`src/rtl/instr_fetch_unit.sv`:
```
// instr_fetch_unit: MIPS IF stage - owns the PC, fetches from imem and fills the IF/ID register
// Ports: clk/rst (async active-low) | imem_pc_o -> imem, imem_instr <- imem (same cycle)
//        stall/flush/redirect/redirect_pc from hazard and branch logic
//        if_id_instr/if_id_pc4/if_id_valid to decode | halted, misalign_err status
module instr_fetch_unit #(
  parameter logic [31:0] RESET_PC  = 32'h0000_0000,
  parameter int          MEM_BYTES = 512
) (
  input  logic        clk,
  input  logic        rst,
  output logic [31:0] imem_pc,
  input  logic [31:0] imem_instr,
  input  logic        stall,
  input  logic        flush,
  input  logic        redirect,
  input  logic [31:0] redirect_pc,
  output logic [31:0] if_id_instr,
  output logic [31:0] if_id_pc4,
  output logic        if_id_valid,
  output logic        halted,
  output logic        misalign_err
);
  localparam logic [31:0] LAST_PC = 32'(MEM_BYTES - 4);
  typedef enum logic [1:0] {BOOT, RUN, HALT} state_t;
  state_t      state_q, state_d;
  logic [31:0] pc_q, pc_d, instr_q, instr_d, pc4_q, pc4_d;
  logic        valid_q, valid_d, err_q, err_d;
  logic        legal;
  logic [31:0] pc_plus4;
  assign legal    = (redirect_pc[1:0] == 2'b00) && (redirect_pc <= LAST_PC);
  assign pc_plus4 = pc_q + 32'd4;
  always_ff @(posedge clk or negedge rst) begin
    if (!rst) begin
      state_q <= BOOT;
      pc_q    <= RESET_PC;
      instr_q <= '0;
      pc4_q   <= '0;
      valid_q <= 1'b0;
      err_q   <= 1'b0;
    end else begin
      state_q <= state_d;
      pc_q    <= pc_d;
      instr_q <= instr_d;
      pc4_q   <= pc4_d;
      valid_q <= valid_d;
      err_q   <= err_d;
    end
  end
  always_comb begin
    state_d = state_q;
    pc_d    = pc_q;
    instr_d = instr_q;
    pc4_d   = pc4_q;
    valid_d = valid_q;
    err_d   = err_q;
    case (state_q)
      BOOT: state_d = RUN;
      RUN: begin
        if (redirect) begin
          valid_d = 1'b0;
          if (legal) pc_d = redirect_pc;
          else begin
            err_d   = 1'b1;
            state_d = HALT;
          end
        end else if (stall) begin
          valid_d = flush ? 1'b0 : valid_q;
        end else begin
          instr_d = imem_instr;
          pc4_d   = pc_plus4;
          valid_d = ~flush;
          // the last word is still delivered; the PC parks on it so it never wraps
          if (pc_q == LAST_PC) state_d = HALT;
          else pc_d = pc_plus4;
        end
      end
      HALT: begin
        valid_d = 1'b0;
        if (redirect) begin
          if (legal) begin
            pc_d    = redirect_pc;
            state_d = RUN;
          end else err_d = 1'b1;
        end
      end
      default: state_d = BOOT;
    endcase
  end
  assign imem_pc      = pc_q;
  assign if_id_instr  = instr_q;
  assign if_id_pc4    = pc4_q;
  assign if_id_valid  = valid_q;
  assign halted       = (state_q == HALT);
  assign misalign_err = err_q;
endmodule

```
`config.mk`:
```
export PLATFORM = sky130hd
export DESIGN_NAME = instr_fetch_unit
export DESIGN_NICKNAME = d
export VERILOG_FILES = /design/src/rtl/instr_fetch_unit.sv
export SDC_FILE = /design/constraint.sdc
export NUM_CORES = 1
export LEC_CHECK = 0
export CORE_ASPECT_RATIO = 0.9
export CORE_MARGIN = 10
export CORE_UTILIZATION = 50
export CTS_BUF_LIST = sky130_fd_sc_hd__clkbuf_4 sky130_fd_sc_hd__clkbuf_8 sky130_fd_sc_hd__clkbuf_16
export DETAILED_ROUTE_END_ITERATION = 7
export PLACE_DENSITY = 0.86
export SKIP_CTS_REPAIR_TIMING = 1
export SYNTH_ARGS = -nofsm -noshare
export SYNTH_HDL_FRONTEND = slang
export SYNTH_SLANG_ARGS = --single-unit
```
`constraint.sdc`:
```
create_clock -name clk -period 3.13 [get_ports clk]
set_input_delay 0.626 -clock clk [delete_from_list [all_inputs] [get_ports clk]]
set_output_delay 0.626 -clock clk [all_outputs]
set_load 0.1 [all_outputs]
```
# Word-level counts from Yosys, hierarchy flattened
# Index checks and enable logic that the tools add are counted.
# W data, S select, Z words.
[op_classes]
addsub = 1
n_lt_le_gt_ge = 1
eq_ne = 10
mux = 17
bitwise = 4
n_reduce_logical = 10
[ops]
columns = ["op", "count"]
rows = [
  ["$mux W32", 5],
  ["$pmux W32 S2", 1],
  ["$add A32 B3 Y32 const B", 1],
  ["$eq A32 B9 Y1 const B", 1],
  ["$le A32 B9 Y1 const B", 1],
  ["$mux W2", 6],
  ["$ne A3 B3 Y1 const B", 4],
  ["$pmux W2 S3", 1],
  ["$reduce_and A3 Y1", 2],
  ["$reduce_and A5 Y1", 1],
  ["$logic_not A2 Y1", 2],
  ["$ne A4 B4 Y1 const B", 1],
  ["$not A1 Y1", 4],
  ["$reduce_and A4 Y1", 1],
  ["$mux W1", 3],
  ["$eq A2 B1 Y1 const B", 1],
  ["$eq A2 B2 Y1 const B", 1],
  ["$ne A2 B1 Y1 const B", 1],
  ["$ne A2 B2 Y1 const B", 1],
  ["$pmux W1 S2", 1],
  ["$reduce_and A2 Y1", 1],
  ["$reduce_bool A2 Y1", 1],
  ["$reduce_or A2 Y1", 1],
  ["$logic_and A1 B1 Y1", 1],
]
[word_totals]
ff_bits = 100
inputBits = 69
out_inout_bits = 99
elab_cells = 49

# Logic depth before layout (Yosys ltp)
# Gate-level depths: netlist (run 1).
[depth]
word_depth = 5
depth_mapped = 9
ltp_nobuf = 7

# Worst setup path after synthesis (run 1)
# Ideal clock, no wire load.
[synth_timing]
kind = "register -> register"
start = "register pc_q[5] (netlist: imem_pc[5])"
end = "register pc_q[18] (netlist: imem_pc[18])"
setup_ns = 0.127
arrival_ns = 2.610
required_time_ns = 3.003
setup_slack_ns = 0.393
path_stages_with_launch = 7
path_buffers = 1
period_less_slack_ns = 2.737
cell_sequence = "dfrtp_1 -> buf_2 -> nand4_2 -> nor4_4 -> nand3_1 -> and2_1 -> a221o_1"
[synth_between]
elab_chain_cells = 5
word_cells_on_any_way = 8
cone_classes = "add/sub (1); eq/ne (2); mux (4); reduce/logical (1)"
[synth_lines]
columns = ["element", "line", "source"]
rows = [
  ["start, declared", "26", "logic [31:0] pc_q, pc_d, instr_q, instr_d, pc4_q, pc4_d;"],
  ["start signal, assigned", "42", "pc_q <= pc_d;"],
  ["$add A32 B3 Y32", "31", "assign pc_plus4 = pc_q + 32'd4;"],
  ["$mux W32", "73", "if (pc_q == LAST_PC) state_d = HALT;"],
  ["$mux W32", "66", "end else if (stall) begin"],
  ["$mux W32", "59", "if (redirect) begin"],
  ["$pmux W32 S2", "56", "case (state_q)"],
]
# Parallel ways exist; a longest one is shown, timed or not. The select of a mux whose other input is x is not followed.
# A chain may end at the register's enable or synchronous reset.

# Worst setup path in the final report (run 1)
[layout_timing]
start = "input redirect_pc[0]"
end = "register pc_q[4] (netlist: imem_pc[4])"
[layout_between]
elab_chain_cells = 5
word_cells_on_any_way = 7
cone_classes = "order compare (1); mux (4); reduce/logical (2)"
[layout_lines]
columns = ["element", "line", "source"]
rows = [
  ["start, declared", "16", "input logic [31:0] redirect_pc,"],
  ["$le A32 B9 Y1 / $logic_not A2 Y1 (equally long branches)", "30", "assign legal = (redirect_pc[1:0] == 2'b00) && (redirect_pc <= LAST_PC);"],
  ["$logic_and A1 B1 Y1 (*)", "30", ""],
  ["$mux W32 (*)", "n/a", ""],
  ["$mux W32, on equally long branches", "n/a", ""],
  ["$pmux W32 S2 (*)", "n/a", ""],
]
# Mark *: on every way between the ends. The rest lies on a longest branch, timed or not. The select of a mux whose other input is x is not followed.

==> impl_metrics.py, run 1 <==
metrics = {
    "outcome": {
        "status": "finished clean",
    },
    "job": {
        "maxCapViolations": 0,
    },
    "finish": {
        "syn_to_final_growth_pct": 36.3,
        "fin_nets": 705,
        "antennaDiodeCount": 0,
        "drive_gt1_share_pct": 27.7,
        "nFillCells": 750,
    },
    "min_path": {
        "hp-class": "primary input to asynchronous set/reset pin",
    },
    "drt": {
        "ant_nets": 0,
        "viasPerCell": 5.87,
        "first_pass_iters": 5,
        "drt_iter0_markers": 408,
        "drc_errors": 0,
        "drt_wl_total_mm": 14.8,
        "vias": 4469,
        "routedWlPerCell_um": 19.5,
    },
    "timing": {
        "post-route-period-util_pct": 78.8,
        "setup_violations": 0,
        "tightestPinTransition_ns": 0.581,
        "rsz0062_at_grt": "false",
        "hold_viol_final": 0,
        "slew_headroom_pct": 60.9,
        "fin_skew_ns": 0.00835,
        "fmax_ghz": 0.405,
        "timing.final.crit_period_ns": 2.47,
        "report.final.slew_viol_count": 0,
        "tns_ns": 0,
    },
    "critical_path": {
        "cp_slowest_cell": "or3_4",
        "critical_path_class": "primary input to flip-flop",
        "cp_top_family": "simple AND/OR/NAND/NOR gates",
        "cp_max_fo": 13,
        "crit_buf_inv": 1,
        "worstSetupEndpointType": "flip-flop",
        "path_cells": "clkdlybuf4s50_1, nor4_1, and4_1, a21oi_1, or3_4, a221o_1",
        "cp.required_ns": 3.35,
        "start_kind": "primary input",
        "slowest_delay_ns": 0.47,
        "critical_path_arrival_ns": 2.69,
    },
    "grt": {
        "grt_overflow": 0,
        "grt_pass1_vias": 4582,
        "gr-usage-met1_pct": 23.8,
        "busiest_layer": "met2",
        "antenna_found_initial": 0,
        "met2_usage_pct": 32.9,
        "grt_util_met3_pct": 6.99,
        "grt_pass1_wl_mm": 23.7,
        "grt_start_max_net_pins": 101,
        "globalRouteTotalUtil_pct": 19.6,
    },
    "clock_tree": {
        "cts_max_level": 3,
        "insertion_delay_ns": 0.33,
        "cts_buffers": 9,
        "cts_tree": "done",
        "cts-root-buf": "clkbuf_16",
        "clkTransAtPathRegs_ns": 0.07,
        "clock_sinks": 100,
        "cts.path.max_buffers": 2,
    },
    "floorplanning": {
        "row_count": 34,
        "io_pins": 168,
        "start_util_pct": 51.9,
        "die_area_mm2": 0.0146,
        "die_y_um": 116,
        "core_mm2": 0.00978,
        "die_w_um": 126,
    },
    "yosys": {
        "synthTopCellsByCount": "dfrtp_1 (100), nor2_1 (40), mux2_2 (36)",
        "yosys.area.top_type": "dfrtp_1",
        "async_flop_share_pct": 100,
        "synthesis.nets": 555,
        "synth_cells": 481,
        "ys_top_cells_by_area": "dfrtp_1 (49%), mux2_2 (8.0%), nor2_1 (3.0%)",
        "synth_area_per_cell_um2": 10.6,
        "yosys_warnings": 0,
        "synth_edf_count": 0,
        "yosysSeqAreaShare_pct": 49.3,
        "synth_seq_cells": 100,
        "synth_top_area_share_pct": 49.3,
        "ys_types": 52,
        "yosysMostFrequentCell": "dfrtp_1",
        "synth_flop_cell": "dfrtp_1",
        "synth_area_mm2": 0.00508,
    },
    "placed_design": {
        "globalplace.congestion": 0.924,
        "io_buffers": 167,
        "hpwl_mm": 11.1,
    },
}
-- worst paths after layout --
path                                start  slack, ns  cells after the start            end
setup / recovery           redirect_pc[0]       0.66                      6     imem_pc[4]
min in group clk             misalign_err       0.48                      1   misalign_err
hold / removal                        rst       0.35                      2  if_id_pc4[12]
hold reg to reg              misalign_err       0.48                      1   misalign_err
max in group asynchronous             rst       2.37                      2   if_id_pc4[3]
setup reg to reg              imem_pc[21]       0.72                      5    imem_pc[13]
-- routing by layer --
| layer | vias to the layer above | part of all wire [%] |
|---|---|---|
| met5 | - | 0 |
| met4 | 0 | 1.3 |
| met3 | 17 | 9.4 |
| met2 | 218 | 50 |
| met1 | 2173 | 39 |
| li1 | 2061 | - |
-- placed cells by master (no fill, tap or decap), types with 3 or more instances in the layout --
cell / n
inv_1: 13
and4_1: 8
a21oi_1: 28
nand3_1: 15
a31oi_1: 12
mux2_2: 36
xnor2_1: 12
a2bb2oi_1: 7
a21boi_0: 8
bufinv_16: 3
nand2b_1: 3
o22a_1: 6
or3_1: 4
nand2_1: 15
ha_1: 5
xor2_1: 12
buf_4: 109
and2_1: 4
a221o_1: 5
nor3_1: 18
o41ai_1: 3
nand4_1: 11
o22ai_1: 5
dfrtp_1: 100
clkbuf_16: 9
nor4_4: 5
and3_1: 10
nor4_1: 13
clkdlybuf4s50_1: 67
nor2_1: 40
o21ai_0: 14
-- through the flow --
step / setup slack, ns / cell area [um2] / util [%] / instances / hold WS, ns
2_1_floorplan: 0.393 / 5080 / - / 481 / 0.330
3_3_place_gp: 0.348 / 6580 / 67.2 / 746 / 0.448
3_5_place_dp: 0.303 / 6580 / 67.2 / 746 / 0.453
4_1_cts: 0.670 / 6920 / 70.7 / 761 / 0.373
5_1_grt: 0.576 / 6920 / 70.7 / 761 / 0.386
6_report: 0.663 / 6920 / 70.7 / 761 / 0.346
-- final cells by class --
cell class	instances	area [um2]	area share, %
tap	126	158	2.28
multi-input combinational	329	2340	33.8
clock buffer	10	239	3.45
clock inverter	5	108	1.55
inverter	13	48.8	0.705
timing repair buffer	178	1530	22.1
sequential	100	2500	36.2
-- registers in the layout, indices dropped and copies added, names as in the netlist --
register	cells
if_id_instr	32
misalign_err	1
if_id_valid	1
state_q	2
imem_pc	32
if_id_pc4	32
-- kinds of logic after synthesis --
logic type | Yosys count | synth area share, %
buf+inv | 52 | 4.81
fa+ha+maj | 5 | 1.23
compound gates | 102 | 13.3
xor+xnor | 24 | 4.14
mux | 37 | 8.18
flops | 100 | 49.3
simple gates | 161 | 19.0
Power of run 1 is not shown: default switching activity piles up to over one toggle a cycle in this logic, so the estimate is an artifact.
==> run 2: changes to the inputs <==
--- a/config.mk
+++ b/config.mk
@@ -7,10 +7,10 @@
 export LEC_CHECK = 0
 export CORE_ASPECT_RATIO = 0.9
 export CORE_MARGIN = 10
-export CORE_UTILIZATION = 50
+export CORE_UTILIZATION = 42
 export CTS_BUF_LIST = sky130_fd_sc_hd__clkbuf_4 sky130_fd_sc_hd__clkbuf_8 sky130_fd_sc_hd__clkbuf_16
 export DETAILED_ROUTE_END_ITERATION = 7
-export PLACE_DENSITY = 0.86
+export PLACE_DENSITY = 0.77
 export SKIP_CTS_REPAIR_TIMING = 1
 export SYNTH_ARGS = -nofsm -noshare
 export SYNTH_HDL_FRONTEND = slang
==> constraint.sdc (replaced) <==
create_clock -name clk -period 2.2 [get_ports clk]
set_input_delay 0.44 -clock clk [delete_from_list [all_inputs] [get_ports clk]]
set_output_delay 0.44 -clock clk [all_outputs]
set_load 0.1 [all_outputs]
==> run 2 against run 1 <==
  * Flip-flop and latch count did not move
  * Critical path depth up 1
  * Final area is 6.7% higher
  * Count of clock-buffer cells in the layout is 1 lower
  * Register-to-register slack lost 0.67 ns
  * Clock skew increased by 0.0023 ns
  * First-iteration DRC count fell by 28%
  * Final cell count is 10% higher
==> impl_metrics.py, run 2 (synthesized netlist as in run 1, its figures left out) <==
metrics = {
    "timing": {
        "fmax_ghz": 0.465,
        "hold_viol_final": 0,
        "post-route-period-util_pct": 97.8,
        "tns_ns": 0,
        "slew_headroom_pct": 60.2,
        "report.final.slew_viol_count": 0,
        "tightestPinTransition_ns": 0.593,
        "timing.final.crit_period_ns": 2.15,
        "fin_skew_ns": 0.0106,
        "rsz0062_at_grt": "false",
        "setup_violations": 0,
    },
    "grt": {
        "grt_overflow": 0,
        "grt_pass1_vias": 4814,
        "globalRouteTotalUtil_pct": 19.1,
        "antenna_found_initial": 0,
        "grt_start_max_net_pins": 64,
        "grt_pass1_wl_mm": 26.0,
    },
    "clock_tree": {
        "clock_sinks": 100,
        "cts_tree": "done",
        "cts_max_level": 3,
        "clkTransAtPathRegs_ns": 0.07,
        "cts-root-buf": "clkbuf_16",
        "cts_buffers": 9,
        "insertion_delay_ns": 0.35,
        "cts.path.max_buffers": 2,
    },
    "finish": {
        "final_common_cell": "buf_4",
        "nFillCells": 1015,
        "syn_to_final_growth_pct": 45.4,
        "multiInputGateArea_mm2": 0.00240,
        "antennaDiodeCount": 0,
        "fin_nets": 747,
        "regArea_mm2": 0.00258,
        "layout_common_cells": "buf_4 (148), dfrtp_1 (70), clkdlybuf4s50_1 (67), nor2_1 (40), mux2_2 (36)",
        "drive_gt1_share_pct": 37.8,
    },
    "critical_path": {
        "critical_path_arrival_ns": 2.44,
        "rrSetupSlack_ns": 0.05,
        "regToRegStartpoint": "imem_pc[31]",
        "start_kind": "flip-flop",
        "cp_max_fo": 9,
        "cp.required_ns": 2.48,
        "critical_path_class": "flip-flop to flip-flop",
        "worstSetupEndpointType": "flip-flop",
        "crit_start": "imem_pc[31]",
        "reg2reg_depth": 7,
    },
    "floorplanning": {
        "core_mm2": 0.0119,
        "die_y_um": 124,
        "die_area_mm2": 0.0169,
        "start_util_pct": 42.5,
        "io_pins": 168,
        "die_w_um": 136,
        "row_count": 38,
    },
    "drt": {
        "met2_length_mm": 7.54,
        "routedWlPerCell_um": 19.3,
        "wl_met3_mm": 1.92,
        "wl_met1_mm": 6.47,
        "routed.top_layer": "met4",
        "viasPerCell": 5.47,
        "drt_wl_total_mm": 16.1,
        "vias": 4581,
        "ant_nets": 0,
        "drt_iter0_markers": 295,
        "first_pass_iters": 4,
        "drc_errors": 0,
    },
    "placed_design": {
        "hpwl_mm": 12.8,
        "globalplace.congestion": 0.940,
        "io_buffers": 167,
    },
    "min_path": {
        "holdCritStartpoint": "misalign_err",
        "whs_path_depth": 1,
        "hp-class": "flip-flop to flip-flop",
    },
    "outcome": {
        "status": "finished clean",
    },
    "job": {
        "maxCapViolations": 0,
    },
}
[run 2: final cells by class]
type | instances | share of cell area [%]
clock buffer | 9 | 3.05
clock inverter | 7 | 0.779
inverter | 13 | 0.661
multi-input combinational | 329 | 32.5
sequential | 100 | 34.9
tap | 160 | 2.71
timing repair buffer | 220 | 25.3
[run 2: path summary, 6_finish.rpt]
| check | end |
|---|---|
| setup / recovery | imem_pc[12] |
| hold / removal | misalign_err |
| setup reg to reg | imem_pc[12] |
| hold reg to reg | misalign_err |
| max in group asynchronous | imem_pc[25] |
| min in group asynchronous | if_id_pc4[9] |
[run 2: layer usage]
metal,global-route usage [%],vias up
li1,-,2145
met1,22.2,2230
met2,29.8,188
met3,10.2,18
met4,5.76,0
met5,0,-
[run 2: metrics by stage]
stage / utilization, % / std cells / setup slack (ns) / hold WS [ns] / cell area, um2
after floorplan: - / 481 / -0.0159 / 0.144 / 5250
after global placement: 59.2 / 821 / -0.186 / 0.362 / 7070
after detailed placement: 59.2 / 821 / -0.217 / 0.369 / 7070
after CTS: 61.6 / 837 / 0.0357 / -0.0132 / 7350
after global routing: 61.9 / 838 / 0.0108 / 0.517 / 7380
final: 61.9 / 838 / 0.0481 / 0.491 / 7380
[run 2: critical path, stage by stage, from the launching register on]
cell and delay (ns):
dfrtp_2 0.42, nor4_1 0.40, nand3_1 0.19, buf_4 0.20, nor4_4 0.34, or3_4 0.28
buf_4 0.14, o22a_1 0.12
Power of run 2 is left out for the same reason.
==> run 3: changes to the inputs <==
--- a/config.mk
+++ b/config.mk
@@ -5,6 +5,7 @@
 export SDC_FILE = /design/constraint.sdc
 export NUM_CORES = 1
 export LEC_CHECK = 0
+export ABC_CLOCK_PERIOD_IN_PS = 2200
 export CORE_ASPECT_RATIO = 0.9
 export CORE_MARGIN = 10
 export CORE_UTILIZATION = 42
@@ -12,6 +13,7 @@
 export DETAILED_ROUTE_END_ITERATION = 7
 export PLACE_DENSITY = 0.77
 export SKIP_CTS_REPAIR_TIMING = 1
+export SLEW_MARGIN = 0
 export SYNTH_ARGS = -nofsm -noshare
 export SYNTH_HDL_FRONTEND = slang
 export SYNTH_SLANG_ARGS = --single-unit
==> results of run 3 <==
No change in the layout: final DEF, timing and power equal those of run 2.
Power of run 3 is left out for the same reason.
